### src/rtl/vga_scroll_animator_pkg.sv
// Shared definitions for the vga_scroll_animator block: mode encodings,
// direction flag values and the per-channel bus slice helper.
package vga_anim_pkg;

    typedef enum logic [1:0] {
        MODE_BOUNCE  = 2'b00,
        MODE_CRUISE  = 2'b01,
        MODE_FREEZE  = 2'b10,
        MODE_RESTART = 2'b11
    } mode_e;

    localparam logic DIR_UP   = 1'b0;
    localparam logic DIR_DOWN = 1'b1;

    // Least-significant bit of channel ch inside a bus packed width bits per channel.
    function automatic int ch_lsb(input int ch, input int width);
        return ch * width;
    endfunction

endpackage

### src/rtl/vga_scroll_animator_if.sv
// Control/status bundle of the scroll animator: vsync and mode controls in,
// packed per-channel offsets/velocities and frame status out.
interface vga_scroll_animator_if #(
    parameter int NUM_CH = 2,
    parameter int POS_W  = 10,
    parameter int VEL_W  = 8
);
    logic                      vsync;
    logic [1:0]                mode;
    logic                      pause;
    logic [NUM_CH*POS_W-1:0]   offset;
    logic [NUM_CH*VEL_W-1:0]   velocity;
    logic                      frame_tick;
    logic [15:0]               frame_cnt;

    modport master (
        output vsync, mode, pause,
        input  offset, velocity, frame_tick, frame_cnt
    );

    modport slave (
        input  vsync, mode, pause,
        output offset, velocity, frame_tick, frame_cnt
    );
endinterface

### src/rtl/vga_scroll_animator_scroll_channel.sv
// One scroll channel: offset, signed velocity and bounce direction, updated
// once per frame tick according to the global animation mode.
module scroll_channel
    import vga_anim_pkg::*;
#(
    parameter int POS_W = 10,
    parameter int VEL_W = 8
) (
    input  logic                    clk,
    input  logic                    rst_n,
    input  logic                    tick_i,
    input  mode_e                   mode_i,
    input  logic signed [VEL_W-1:0] step_i,
    input  logic signed [VEL_W-1:0] vel_max_i,
    input  logic signed [VEL_W-1:0] vel_min_i,
    output logic [POS_W-1:0]        offset_o,
    output logic signed [VEL_W-1:0] velocity_o
);

    logic [POS_W-1:0]        offset_q, offset_d;
    logic signed [VEL_W-1:0] vel_q, vel_d;
    logic                    dir_q, dir_d;

    // One guard bit so the step cannot wrap before it is compared to the bounds.
    logic signed [VEL_W:0]   vel_ext_s, step_ext_s, max_ext_s, min_ext_s, vn_up_s, vn_dn_s;
    logic [POS_W-1:0]        offset_adv_s;

    // Widened velocity arithmetic and the sign-extended offset advance.
    always_comb begin
        vel_ext_s    = {vel_q[VEL_W-1], vel_q};
        step_ext_s   = {step_i[VEL_W-1], step_i};
        max_ext_s    = {vel_max_i[VEL_W-1], vel_max_i};
        min_ext_s    = {vel_min_i[VEL_W-1], vel_min_i};
        vn_up_s      = vel_ext_s + step_ext_s;
        vn_dn_s      = vel_ext_s - step_ext_s;
        offset_adv_s = offset_q + POS_W'(vel_q);
    end

    // Next-state selection for the channel on a frame tick.
    always_comb begin
        offset_d = offset_q;
        vel_d    = vel_q;
        dir_d    = dir_q;
        if (tick_i) begin
            case (mode_i)
                MODE_BOUNCE: begin
                    offset_d = offset_adv_s;
                    if (dir_q == DIR_UP) begin
                        if (vn_up_s >= max_ext_s) begin
                            vel_d = vel_max_i;
                            dir_d = DIR_DOWN;
                        end else begin
                            vel_d = vn_up_s[VEL_W-1:0];
                        end
                    end else begin
                        if (vn_dn_s <= min_ext_s) begin
                            vel_d = vel_min_i;
                            dir_d = DIR_UP;
                        end else begin
                            vel_d = vn_dn_s[VEL_W-1:0];
                        end
                    end
                end
                MODE_CRUISE: begin
                    offset_d = offset_adv_s;
                end
                MODE_FREEZE: begin
                    offset_d = offset_q;
                end
                MODE_RESTART: begin
                    offset_d = {POS_W{1'b0}};
                    vel_d    = {VEL_W{1'b0}};
                    dir_d    = DIR_UP;
                end
                default: begin
                    offset_d = offset_q;
                end
            endcase
        end else begin
            offset_d = offset_q;
        end
    end

    // Channel state register.
    always_ff @(posedge clk or negedge rst_n) begin
        if (!rst_n) begin
            offset_q <= {POS_W{1'b0}};
            vel_q    <= {VEL_W{1'b0}};
            dir_q    <= DIR_UP;
        end else begin
            offset_q <= offset_d;
            vel_q    <= vel_d;
            dir_q    <= dir_d;
        end
    end

    assign offset_o   = offset_q;
    assign velocity_o = vel_q;

endmodule

### src/rtl/vga_scroll_animator.sv
// Frame-synchronous scroll animator: detects the vsync active edge in the pixel
// clock domain and steps NUM_CH scroll channels once per frame.
module vga_scroll_animator
    import vga_anim_pkg::*;
#(
    parameter int POS_W     = 10,
    parameter int VEL_W     = 8,
    parameter int NUM_CH    = 2,
    parameter int VEL_MAX   = 20,
    parameter int VEL_MIN   = -10,
    parameter int STEP      = 1,
    parameter bit VSYNC_POL = 1'b0
) (
    input  logic                  clk,
    input  logic                  rst_n,
    vga_scroll_animator_if.slave  anim_io
);

    logic        vs_act_s, tick_int_s;
    logic        vs_q, vs_d;
    logic        arm_q, arm_d;
    logic        tick_q, tick_d;
    logic [15:0] frame_cnt_q, frame_cnt_d;
    mode_e       mode_s;

    logic [POS_W-1:0] off_s [NUM_CH];
    logic [VEL_W-1:0] vel_s [NUM_CH];

    // arm_q stays low until vsync has been seen inactive, so a vsync that is
    // already active when reset releases cannot produce a tick.
    always_comb begin
        vs_act_s    = (anim_io.vsync == VSYNC_POL);
        tick_int_s  = vs_act_s & ~vs_q & arm_q & ~anim_io.pause;
        mode_s      = mode_e'(anim_io.mode);
        vs_d        = vs_act_s;
        arm_d       = arm_q | ~vs_act_s;
        tick_d      = tick_int_s;
        if (tick_int_s) begin
            frame_cnt_d = frame_cnt_q + 16'd1;
        end else begin
            frame_cnt_d = frame_cnt_q;
        end
    end

    // Edge detector history, frame pulse and frame counter.
    always_ff @(posedge clk or negedge rst_n) begin
        if (!rst_n) begin
            vs_q        <= 1'b0;
            arm_q       <= 1'b0;
            tick_q      <= 1'b0;
            frame_cnt_q <= 16'd0;
        end else begin
            vs_q        <= vs_d;
            arm_q       <= arm_d;
            tick_q      <= tick_d;
            frame_cnt_q <= frame_cnt_d;
        end
    end

    for (genvar k = 0; k < NUM_CH; k++) begin : g_ch
        scroll_channel #(
            .POS_W (POS_W),
            .VEL_W (VEL_W)
        ) u_ch (
            .clk        (clk),
            .rst_n      (rst_n),
            .tick_i     (tick_int_s),
            .mode_i     (mode_s),
            .step_i     (VEL_W'(STEP * (k + 1))),
            .vel_max_i  (VEL_W'(VEL_MAX)),
            .vel_min_i  (VEL_W'(VEL_MIN)),
            .offset_o   (off_s[k]),
            .velocity_o (vel_s[k])
        );
    end

    // Pack channel state onto the output buses.
    always_comb begin
        anim_io.offset   = {(NUM_CH*POS_W){1'b0}};
        anim_io.velocity = {(NUM_CH*VEL_W){1'b0}};
        for (int k = 0; k < NUM_CH; k++) begin
            anim_io.offset[ch_lsb(k, POS_W) +: POS_W]   = off_s[k];
            anim_io.velocity[ch_lsb(k, VEL_W) +: VEL_W] = vel_s[k];
        end
    end

    assign anim_io.frame_tick = tick_q;
    assign anim_io.frame_cnt  = frame_cnt_q;

endmodule

### src/flat_wrapper.sv
// flat-port wrapper written by rule: the top's interface ports become plain ports
module vga_scroll_animator_flat import vga_anim_pkg::*;
#(
    parameter int POS_W     = 10,
    parameter int VEL_W     = 8,
    parameter int NUM_CH    = 2,
    parameter int VEL_MAX   = 20,
    parameter int VEL_MIN   = -10,
    parameter int STEP      = 1,
    parameter bit VSYNC_POL = 1'b0
)
  (clk, rst_n, anim_io_vsync, anim_io_mode, anim_io_pause, anim_io_offset, anim_io_velocity, anim_io_frame_tick, anim_io_frame_cnt);
  vga_scroll_animator_if #(.NUM_CH(NUM_CH), .POS_W(POS_W), .VEL_W(VEL_W)) anim_io_i ();
  input  logic clk;
  input  logic rst_n;
  input wire logic [$bits(anim_io_i.vsync)-1:0] anim_io_vsync;
  input wire logic [$bits(anim_io_i.mode)-1:0] anim_io_mode;
  input wire logic [$bits(anim_io_i.pause)-1:0] anim_io_pause;
  output wire logic [$bits(anim_io_i.offset)-1:0] anim_io_offset;
  output wire logic [$bits(anim_io_i.velocity)-1:0] anim_io_velocity;
  output wire logic [$bits(anim_io_i.frame_tick)-1:0] anim_io_frame_tick;
  output wire logic [$bits(anim_io_i.frame_cnt)-1:0] anim_io_frame_cnt;
  assign anim_io_i.vsync = anim_io_vsync;
  assign anim_io_i.mode = anim_io_mode;
  assign anim_io_i.pause = anim_io_pause;
  assign anim_io_offset = anim_io_i.offset;
  assign anim_io_velocity = anim_io_i.velocity;
  assign anim_io_frame_tick = anim_io_i.frame_tick;
  assign anim_io_frame_cnt = anim_io_i.frame_cnt;
  vga_scroll_animator #(.POS_W(POS_W), .VEL_W(VEL_W), .NUM_CH(NUM_CH), .VEL_MAX(VEL_MAX), .VEL_MIN(VEL_MIN), .STEP(STEP), .VSYNC_POL(VSYNC_POL)) u_core (.clk(clk), .rst_n(rst_n), .anim_io(anim_io_i));
endmodule
### config.mk
export PLATFORM = sky130hd
export DESIGN_NAME = vga_scroll_animator_flat
export DESIGN_NICKNAME = d
export VERILOG_FILES = /design/src/rtl/vga_scroll_animator_pkg.sv /design/src/rtl/vga_scroll_animator_if.sv /design/src/rtl/vga_scroll_animator_scroll_channel.sv /design/src/rtl/vga_scroll_animator.sv /design/src/flat_wrapper.sv
export SDC_FILE = /design/constraint.sdc
export NUM_CORES = 1
export LEC_CHECK = 0
export CORE_AREA = 2 2 122 124
export CTS_CLUSTER_DIAMETER = 120
export DETAILED_ROUTE_END_ITERATION = 10
export DIE_AREA = 0 0 124 126
export GPL_ROUTABILITY_DRIVEN = 0
export GPL_TIMING_DRIVEN = 1
export PLACE_DENSITY = 0.48
export SETUP_SLACK_MARGIN = 0.5
export SYNTH_ARGS = -nofsm -noshare
export SYNTH_HDL_FRONTEND = slang
export SYNTH_SLANG_ARGS = --single-unit
### constraint.sdc
create_clock -name clk -period 3 [get_ports clk]
set_input_delay 0.3 -clock clk [delete_from_list [all_inputs] [get_ports clk]]
set_output_delay 0.3 -clock clk [all_outputs]
set_load 0.01 [all_outputs]
==> run summary <==
For this run the aggregate overflow at the end of global routing stands at 0. The count of placed standard cells in the final layout, fillers left out was 694; the number of endpoints with negative hold slack in the final report was 0. The share of synthesized area in the top cell type comes to 35.8%. The logs give 35.5% for the utilization after layout and 3447 for the via count of the first global-routing pass. The worst setup path is captured at a register. Detailed routing inserted a total of 3594 vias. Leading area contributor after synthesis: sky130_fd_sc_hd__dfrtp_1.

Row generation in the floorplan step produced 44 rows. The mapped netlist covers 0.00391 mm². The slowest stage of the critical path is the sky130_fd_sc_hd__dfrtp_2 cell. Among cell families on the critical path, the largest total delay comes from compound AO/OA/AOI/OAI gates. The tools report the starting density of the core as 27.3%.

For the static leakage power, the log shows 2.17 nW. Dividing total power by cell area gives a power density of 883 mW/mm². The number of buffer and inverter instances along the worst setup path works out to 0. The post-route netlist has 15.3% of its cells at a drive strength greater than 1. Data arrives at the worst endpoint at 2.63 ns.

Traced cell by cell, the critical path runs through ha_2 > fa_2 > a21o_1 > a21oi_2 > nor2b_1 > o21a_1 > o41a_1 > xnor2_1 > o31ai_1. The floorplan step set the die height to 126 µm. The first global-routing pass estimated 17500 µm of wire. The tools report the post-synth net total as 472. The core region is 0.0143 mm². Setup violations remaining at the end of the flow were counted as 0. The critical path in this run is classified as reg -> reg. Based on the critical path, the design can be clocked at up to 411 MHz.

The tools report the count of nets after finishing as 541. For the worst-skew pair, the clock arrives at the later sink with an insertion delay of 0.30 ns. For this run, the leading register cell type out of synthesis is sky130_fd_sc_hd__dfrtp_1. The sequential area share after synthesis came out at 35.8%. The most common cell after layout, fill and taps aside is sky130_fd_sc_hd__clkdlybuf4s50_1.

The tools report the final antenna-violating net count as 0. Of all nets on the critical path, the largest fanout is 8. The class of the worst hold path was in -> async. Counting every instance in the synthesized netlist gives 440. After legalization and detailed placement, the total HPWL measured 7720 µm. Dividing the final minimum period by the clock period gives 81.1%. The final non-filler cell area is 0.00508 mm², and the number of buffers inserted for hold repair after clock tree synthesis is 0. The type of origin of the critical path was a register. Data on the critical path is required at its endpoint by 3.20 ns. The tools report the post-place instance area as 0.00470 mm². The tools report the clock sink count as 56. Max-cap violations in this run came to 0.

Launch point of the worst path: u_core.g_ch[0].u_ch.velocity_o[0]. The run gives 0.0156 mm² as the die area. Layout overhead on the synthesized area: 29.8%. The synthesized design contains 56 register bits. For the initial antenna violation count, the log shows 0.

The number of port buffers is 57. In this run, distinct cell masters in the synthesized netlist total 71. The number of clock buffers added by TritonCTS is 5. Clock-pin slew was measured on the worst setup and hold paths at 0.08 ns. In the layout the commonest cells are sky130_fd_sc_hd__clkdlybuf4s50_1, sky130_fd_sc_hd__dfrtp_1, sky130_fd_sc_hd__nand2_1. Ranked by total cell area, the synthesized netlist is headed by sky130_fd_sc_hd__dfrtp_1, sky130_fd_sc_hd__ha_1, sky130_fd_sc_hd__xnor2_1. The run finished with clean final reports.

On the worst path, the slowest cell contributes a delay of 0.47 ns. The aggregate routed wire length came out at 10700 µm. The repair_antennas step left the layout with diodes totalling 0. The run gives 0.0126 ns as the worst clock skew.

The longest clock path from root to sink contains 2 buffers. The number of top-level pins is 59, and the number of placed cells counting well taps is 668. The post-detailed-route wirelength per cell was 15.5 µm; the maximum ir drop on the vdd rail was 0.000291 V. The number of flops mapped to enable cells by yosys works out to 0. TritonCTS built the clock tree.

The run gives 0 as the number of warnings reported in the yosys synthesis log. For this run, the total global-route usage over all layers was measured as 13.9%. The run gives 2 as the H-tree depth reported by CTS. The first TritonRoute pass finished after 4 iterations. Headroom to the max-slew limit came out at 57.7%. The worst hold margin is 0.0101 ns.

Entering global routing, the biggest net connects 33 pins. In the routed design, unresolved DRC markers number 0. The launch point of the worst reg-to-reg path is u_core.g_ch[0].u_ch.velocity_o[0].

At the pin with the least slew margin, the transition time is 0.634 ns. Setup repair after global routing could not meet its margin everywhere. The max-slew violation count was 0. Counting I/O delays and the setup requirement, the final critical path takes 2.43 ns.

The die is 124 µm wide. Dividing the synthesized area by the synthesized cell count gives 8.89 µm². Adding up every negative setup slack in the final design gives 0 ns.

Of all flip-flops after synthesis, the portion carrying an async set or reset was 100%. The detailed-route vias per instance was 5.18. The tools report the cell at the root of the clock tree as sky130_fd_sc_hd__clkbuf_16.

The tools report the number of DRC markers after the initial detailed-route iteration as 362.
synthesized netlist by cell type, types with 5 or more instances:
cell type and instances:
sky130_fd_sc_hd__and3_1 7, sky130_fd_sc_hd__inv_1 18, sky130_fd_sc_hd__xor2_1 11, sky130_fd_sc_hd__a21oi_1 25, sky130_fd_sc_hd__o21ai_0 26, sky130_fd_sc_hd__a21o_1 5
sky130_fd_sc_hd__clkbuf_1 22, sky130_fd_sc_hd__or2_2 5, sky130_fd_sc_hd__nand2b_1 8, sky130_fd_sc_hd__xnor2_1 23, sky130_fd_sc_hd__nor2_1 27, sky130_fd_sc_hd__dfrtp_1 56
sky130_fd_sc_hd__o31ai_1 8, sky130_fd_sc_hd__a22o_1 8, sky130_fd_sc_hd__nand2_1 40, sky130_fd_sc_hd__nand3_1 15, sky130_fd_sc_hd__ha_1 25, sky130_fd_sc_hd__nor3_1 12
kinds of logic (layout without fill, tap and decap cells):
| family | after synthesis | in the layout | share of synthesized area [%] |
|---|---|---|---|
| mux | 4 | 4 | 1.06 |
| compound gates | 125 | 125 | 22.5 |
| buf+inv | 46 | 116 | 4.83 |
| xor+xnor | 34 | 34 | 7.61 |
| flops | 56 | 56 | 35.8 |
| fa+ha+maj | 26 | 26 | 8.51 |
| simple gates | 148 | 148 | 19.5 |
| other cells | 1 | 1 | 0.0959 |
where the power goes:
part / internal, W / switching [W] / leakage [nW]
Clock: 0.000318 / 0.000311 / 0.0719
Sequential: 0.000968 / 0.000340 / 0.699
Combinational: 0.00131 / 0.00123 / 1.40
Total: 0.00260 / 0.00188 / 2.17
final timing paths:
kind,end,slack (ns),cells past startpoint
setup / recovery,u_core.g_ch[0].u_ch.offset_o[8],0.57,9
hold / removal,u_core.g_ch[0].u_ch.offset_o[5],0.01,1
setup reg to reg,u_core.g_ch[0].u_ch.offset_o[8],0.57,9
hold reg to reg,u_core.arm_q,0.47,1
max in group asynchronous,u_core.anim_io.frame_tick,2.11,2
min in group clk,u_core.arm_q,0.47,1
area by class of cell:
cell class,count,area [µm²]
Timing Repair Buffer,90,836
Sequential cell,56,1410
Fill cell,1444,9240
Multi-Input combinational cell,338,2380
Clock inverter,3,27.5
Clock buffer,5,125
Inverter,18,67.6
Tap cell,184,230
state kept, by name (all words and copies together) (netlist names):
signal                       cells
u_core.anim_io.frame_tick        1
u_core.g_ch.u_ch.dir_q           2
u_core.vs_q                      1
u_core.arm_q                     1
u_core.g_ch.u_ch.offset_o       20
u_core.g_ch.u_ch.velocity_o     15
u_core.anim_io.frame_cnt        16
per-stage QoR:
step / total power (W) / setup slack, ns
final: 0.00448 / 0.568
after detailed placement: 0.00357 / 0.406
after global placement: 0.00355 / 0.439
after global routing: 0.00486 / 0.436
after CTS: 0.00430 / 0.509
after floorplan: 0.00278 / 0.510
per-layer routing:
| metal | part of all wire [%] | track usage [%] | up-vias |
|---|---|---|---|
| li1 | - | - | 1737 |
| met1 | 48 | 19.6 | 1730 |
| met2 | 45 | 21.7 | 108 |
| met3 | 4.6 | 2.40 | 19 |
| met4 | 2.0 | 4.16 | 0 |
| met5 | 0 | 0 | - |
worst register-to-register path, stage by stage (launching register included):
cell and delay, ns:
sky130_fd_sc_hd__dfrtp_2 0.47, sky130_fd_sc_hd__ha_2 0.22, sky130_fd_sc_hd__fa_2 0.36, sky130_fd_sc_hd__a21o_1 0.18, sky130_fd_sc_hd__a21oi_2 0.15, sky130_fd_sc_hd__nor2b_1 0.07, sky130_fd_sc_hd__o21a_1 0.18, sky130_fd_sc_hd__o41a_1 0.32
sky130_fd_sc_hd__xnor2_1 0.13, sky130_fd_sc_hd__o31ai_1 0.23
repair_timing:
item                                    4_1_cts  5_1_grt
gates cloned                                  0        0
setup buffers                                 6       12
hold endpoints to repair                      0        0
endpoints found under the setup margin       10       15
gates resized for setup                       5       16
pin swaps                                     1        6
Note: power is estimated with default switching activity, not from simulation.
